==> src/rtl/stereo_pkg.sv <==
// Shared stereo types and constants for the matching-cost / WTA stages.
// DISP_UNIQUENESS_CHECK_EN adds a second-best cost field to each tree node.
package stereo_pkg;

  localparam int MAXDISPARITY       = 64;
  localparam int MATCHINGCOSTBITWID = 6;
  localparam int INPUTDATAWID       = MAXDISPARITY * MATCHINGCOSTBITWID + 1;
  localparam int DISPWID            = 6;
  localparam int SOF_BIT            = 384;
  localparam int TREE_DEPTH         = 6;

  typedef logic [MATCHINGCOSTBITWID-1:0] cost_t;
  typedef logic [DISPWID-1:0]            disp_t;

  typedef struct packed {
    cost_t cost;
    disp_t index;
`ifdef DISP_UNIQUENESS_CHECK_EN
    cost_t second;
`endif
  } wta_node_t;

`ifdef DISP_UNIQUENESS_CHECK_EN
  localparam int    UNIQ_MARGIN = 2;
  localparam cost_t LEAF_SECOND = 6'd63;

  function automatic cost_t cost_min(input cost_t x, input cost_t y);
    return (y < x) ? y : x;
  endfunction
`endif

  function automatic wta_node_t make_leaf(input cost_t c, input disp_t idx);
    wta_node_t n;
    n.cost  = c;
    n.index = idx;
`ifdef DISP_UNIQUENESS_CHECK_EN
    // A lone candidate has no runner-up, so it looks maximally unique.
    n.second = LEAF_SECOND;
`endif
    return n;
  endfunction

endpackage

==> src/rtl/wta_merge_node.sv <==
// Combinational pairwise argmin for the WTA tree; ties keep the lower index.
// With DISP_UNIQUENESS_CHECK_EN the runner-up cost is merged as well.
module wta_merge_node
  import stereo_pkg::*;
(
  input  wta_node_t a,
  input  wta_node_t b,
  output wta_node_t y
);

  logic take_b;

  assign take_b = (b.cost < a.cost);

  always_comb begin
    y = take_b ? b : a;
`ifdef DISP_UNIQUENESS_CHECK_EN
    // Loser of this compare competes with both subtrees' runners-up.
    y.second = cost_min(take_b ? a.cost : b.cost, cost_min(a.second, b.second));
`endif
  end

endmodule

==> src/rtl/disparity_wta_select.sv <==
// Pipelined 64-way winner-takes-all disparity select with SOF/EOL alignment.
// Define DISP_UNIQUENESS_CHECK_EN to also gate disp_valid on the best/second-best gap.
module disparity_wta_select
  import stereo_pkg::*;
#(
  parameter int COLWID = 11
) (
  input  logic                          clk,
  input  logic                          rst_n,
  input  logic                          en,
  input  logic                          eol_in,
  input  logic [INPUTDATAWID-1:0]       cost_in,
  output logic [DISPWID-1:0]            disparity_out,
  output logic [MATCHINGCOSTBITWID-1:0] min_cost_out,
  output logic                          disp_valid,
  output logic                          sof_out,
  output logic                          eol_out
);

  // Heap layout: slots 64..127 are the leaf (input) stage, slot 1 is the root.
  localparam int NODES = 2 * MAXDISPARITY;
  localparam int CHAIN = TREE_DEPTH + 1;
  localparam logic [COLWID-1:0] COL_MAX  = '1;
  localparam logic [COLWID-1:0] COL_FULL = COLWID'(MAXDISPARITY - 1);

  wta_node_t tree_reg  [1:NODES-1];
  wta_node_t tree_next [1:NODES-1];

  logic [CHAIN-1:0]  sof_pipe_reg;
  logic [CHAIN-1:0]  eol_pipe_reg;
  logic [CHAIN-1:0]  valid_pipe_reg;
  logic [COLWID-1:0] col_reg;
  logic [COLWID-1:0] col_cur;
  logic [COLWID-1:0] col_next;
  logic              eol_prev_reg;
  logic              sof_in;
  logic              pix_valid;

  assign sof_in = cost_in[SOF_BIT];

  genvar gi;
  generate
    for (gi = 0; gi < MAXDISPARITY; gi++) begin : g_leaf
      assign tree_next[MAXDISPARITY + gi] =
        make_leaf(cost_in[gi*MATCHINGCOSTBITWID +: MATCHINGCOSTBITWID], disp_t'(gi));
    end

    // Children 2i (lower disparities) and 2i+1 feed node i one stage later.
    for (gi = 1; gi < MAXDISPARITY; gi++) begin : g_node
      wta_merge_node u_node (
        .a (tree_reg[2*gi]),
        .b (tree_reg[2*gi + 1]),
        .y (tree_next[gi])
      );
    end
  endgenerate

  // The right-image window only fills once 63 pixels of the line have passed.
  always_comb begin
    col_cur   = (sof_in || eol_prev_reg) ? '0 : col_reg;
    col_next  = (col_cur == COL_MAX) ? col_cur : col_cur + 1'b1;
    pix_valid = (col_cur >= COL_FULL);
  end

  always_ff @(posedge clk) begin
    if (!rst_n) begin
      for (int i = 1; i < NODES; i++) begin
        tree_reg[i] <= '0;
      end
      sof_pipe_reg   <= '0;
      eol_pipe_reg   <= '0;
      valid_pipe_reg <= '0;
      col_reg        <= '0;
      eol_prev_reg   <= 1'b0;
    end else if (en) begin
      for (int i = 1; i < NODES; i++) begin
        tree_reg[i] <= tree_next[i];
      end
      sof_pipe_reg   <= {sof_pipe_reg[CHAIN-2:0], sof_in};
      eol_pipe_reg   <= {eol_pipe_reg[CHAIN-2:0], eol_in};
      valid_pipe_reg <= {valid_pipe_reg[CHAIN-2:0], pix_valid};
      col_reg        <= col_next;
      eol_prev_reg   <= eol_in;
    end
  end

  assign disparity_out = tree_reg[1].index;
  assign min_cost_out  = tree_reg[1].cost;
  assign sof_out       = sof_pipe_reg[CHAIN-1];
  assign eol_out       = eol_pipe_reg[CHAIN-1];

`ifdef DISP_UNIQUENESS_CHECK_EN
  localparam logic [MATCHINGCOSTBITWID:0] MARGIN = (MATCHINGCOSTBITWID + 1)'(UNIQ_MARGIN);
  logic [MATCHINGCOSTBITWID:0] gap;

  assign gap        = {1'b0, tree_reg[1].second} - {1'b0, tree_reg[1].cost};
  assign disp_valid = valid_pipe_reg[CHAIN-1] && (gap >= MARGIN);
`else
  assign disp_valid = valid_pipe_reg[CHAIN-1];
`endif

endmodule
==> config.mk <==
export PLATFORM = sky130hd
export DESIGN_NAME = disparity_wta_select
export DESIGN_NICKNAME = d
export VERILOG_FILES = /design/src/rtl/stereo_pkg.sv /design/src/rtl/wta_merge_node.sv /design/src/rtl/disparity_wta_select.sv
export SDC_FILE = /design/constraint.sdc
export NUM_CORES = 2
export LEC_CHECK = 0
export CORE_MARGIN = 2
export CORE_UTILIZATION = 53
export CTS_CLUSTER_SIZE = 20
export DETAILED_ROUTE_END_ITERATION = 16
export PLACE_DENSITY = 0.77
export SKIP_LAST_GASP = 1
export SYNTH_ARGS = -nofsm -noshare
export SYNTH_HDL_FRONTEND = slang
export SYNTH_SLANG_ARGS = --single-unit
==> constraint.sdc <==
create_clock -name clk -period 23.8 [get_ports clk]
set_input_delay 4.76 -clock clk [delete_from_list [all_inputs] [get_ports clk]]
set_output_delay 4.76 -clock clk [all_outputs]
set_load 0.01 [all_outputs]
==> flow_summary.json <==
{
  "die_y_um": 304,
  "rsz0062_at_grt": "no",
  "crit_arrival_ns": 10.09,
  "worst-setup-path-type": "in2reg",
  "fmax_mhz": 102,
  "grt_pass1_vias": 30200,
  "synth-edff-count": 940,
  "final_util_pct": 62.9,
  "antenna_found_initial": 3,
  "coreArea_mm2": 0.0897,
  "track_usage_pct": 20.2,
  "grt_max_degree": 227,
  "routed_via_density": 5.41,
  "startpoint_type": "input pin",
  "nets": 4880,
  "cts_tree": "built",
  "synth_common_cells": "edfxtp_1, nor2_1, mux2i_1",
  "cts_hold_buf": 0,
  "largest_register_ffs": 940,
  "cts_resized": 0,
  "cts_root_buffer": "clkbuf_16",
  "yosys_warnings": 0,
  "switchingPower_mw": 1.09,
  "cts_max_level": 3,
  "clk_latency_ns": 0.67,
  "totalWireLength_mm": 93.4,
  "rows": 110,
  "drt_iter0_drc": 1764,
  "final-hold-violation-count": 0,
  "syn_area_mm2": 0.0478,
  "clkPwrFrac_pct": 37.2,
  "slew_viol_final": 0,
  "p_int_mw": 3.35,
  "gr-total-overflow": 0,
  "synth_area_leaders": "edfxtp_1, mux2i_1, ha_1",
  "end_kind": "flip-flop",
  "critical_path_required_ns": 24.08,
  "io_buffers": 403,
  "clock-sinks": 972,
  "synthArstFlopShare_pct": 0,
  "avgSynthCellArea_um2": 12.5,
  "seqPwrFrac_pct": 47.4,
  "p_leak_nw": 24.6,
  "fin_tns_setup_ns": 0,
  "die-area_mm2": 0.0927,
  "max-vdd-ir-drop_mv": 0.0560,
  "pwr_density_cell_mw_per_mm2": 78.7,
  "areaGrowthSynthToFinish_pct": 18.0,
  "cts_setup_buffers": 0,
  "min_period_ns": 9.81,
  "place_inst": 5245,
  "layout_setup_ws_ns": 13.99,
  "grt_pass1_wl_mm": 152,
  "syn_inst": 3819,
  "pin_count": 404,
  "setup_viol": 0,
  "fin_hold_ws_ns": 0.473,
  "path_max_fanout": 194,
  "dp_slack_ns": 13.31,
  "clockBufferDepth": 3,
  "dominantRegCellSynth": "edfxtp_1",
  "cts_buffers": 104,
  "post-dp-hpwl_mm": 62.6,
  "synthMostInstantiatedCell": "edfxtp_1",
  "synth_top_area_share_pct": 59.0,
  "hold_path_class": "reg2reg",
  "synth_nets": 4524,
  "wire_per_inst_um": 17.2,
  "clock_skew_ns": 0.0277,
  "drv_cap": 0,
  "swShare_pct": 24.6,
  "dr.pass1.iters": 5,
  "cts.clk_slew.worst_paths_ns": 0.06,
  "ys_seq_elements": 972,
  "outcome": "completed",
  "synth_top_cell_by_area": "edfxtp_1",
  "instances_no_fill": 5443,
  "start_util_pct": 53.3,
  "drt.antenna.violating_nets": 0,
  "synth.distinct_cells": 52,
  "num_vias": 29400,
  "relSlewSlack_pct": 11.8,
  "ys_seq_area_share_pct": 60.4,
  "p_comb_share_pct": 15.5,
  "layout-drive-gt1-share_pct": 5.56,
  "die_w_um": 304,
  "gp_congestion": 0.793,
  "min_period_over_period_pct": 41.2,
  "drc": 0,
  "tightest_slew_ns": 1.32
}
[kinds of logic after synthesis]
family,synth area share [%]
compound gates,5.18
fa+ha+maj,8.27
buf+inv,4.67
flops,60.4
mux,10.1
simple gates,11.5
[cell usage in the layout (no fill, tap or decap), types with 2 or more instances in the layout]
master,count
clkinvlp_4,3
inv_6,4
clkinv_8,2
bufinv_16,12
a31oi_1,68
nor2_1,587
o221ai_1,30
o211ai_1,39
o221ai_2,6
a21oi_1,30
and2_1,2
clkinv_1,25
nand2b_1,64
nand3_1,32
a21o_1,89
clkdlybuf4s50_1,401
dfxtp_1,32
clkbuf_8,7
inv_2,2
edfxtp_1,940
nand2_1,38
inv_1,386
buf_4,31
o21ai_0,41
nand2_4,2
o21ai_2,26
buf_12,3
mux2i_1,481
ha_1,316
clkbuf_16,110
nand4_1,5
clkinv_2,17
clkbuf_1,18
and3_1,388
[power by group through the flow]
stage	logic, mW	clock network [mW]	registers, mW
4_1_cts	0.695	1.68	2.10
2_1_floorplan	0.494	0	2.15
5_1_grt	0.765	1.75	2.12
3_5_place_dp	0.690	0	2.14
3_3_place_gp	0.668	0	2.13
6_report	0.686	1.65	2.10
[metal layers]
layer | GRT usage (%) | vias to the layer above | part of all wire (%)
li1 | - | 14500 | -
met1 | 25.6 | 14200 | 43
met2 | 36.2 | 564 | 51
met3 | 2.46 | 146 | 4.0
met4 | 6.12 | 0 | 2.4
met5 | 0 | - | 0
[worst max-delay path, cell delays in order]
cell,delay (ns)
clkbuf_8,0.24
inv_2,0.38
nor2_1,0.20
clkinvlp_4,0.75
buf_4,0.83
buf_4,0.92
buf_4,0.90
buf_12,0.69
[area by class of cell]
class	instances	area, µm²
multi-input cells	2271	16700
repair buffers	437	4340
clock buffers	134	2900
flip-flops and latches	972	28900
fillers	6797	33300
well taps	1176	1470
clock inverters	63	642
inverters	389	1460
diodes	1	2.50
[stage by stage]
| step | instance area (µm²) | power, mW |
|---|---|---|
| floorplan | 47800 | 2.64 |
| global placement | 52900 | 2.80 |
| detailed placement | 52900 | 2.83 |
| CTS | 56400 | 4.48 |
| global route | 56400 | 4.64 |
| finish | 56400 | 4.44 |
[final timing paths]
check	from	to	slack (ns)	cells past startpoint
max	rst_n	tree_reg[0][346]	13.99	8
min	col_reg[5]	col_reg[5]	0.47	2
max reg2reg	eol_pipe_reg[0]	col_reg[0]	20.93	8
min reg2reg	col_reg[5]	col_reg[5]	0.47	2
Power figures use the tool's default switching activity.
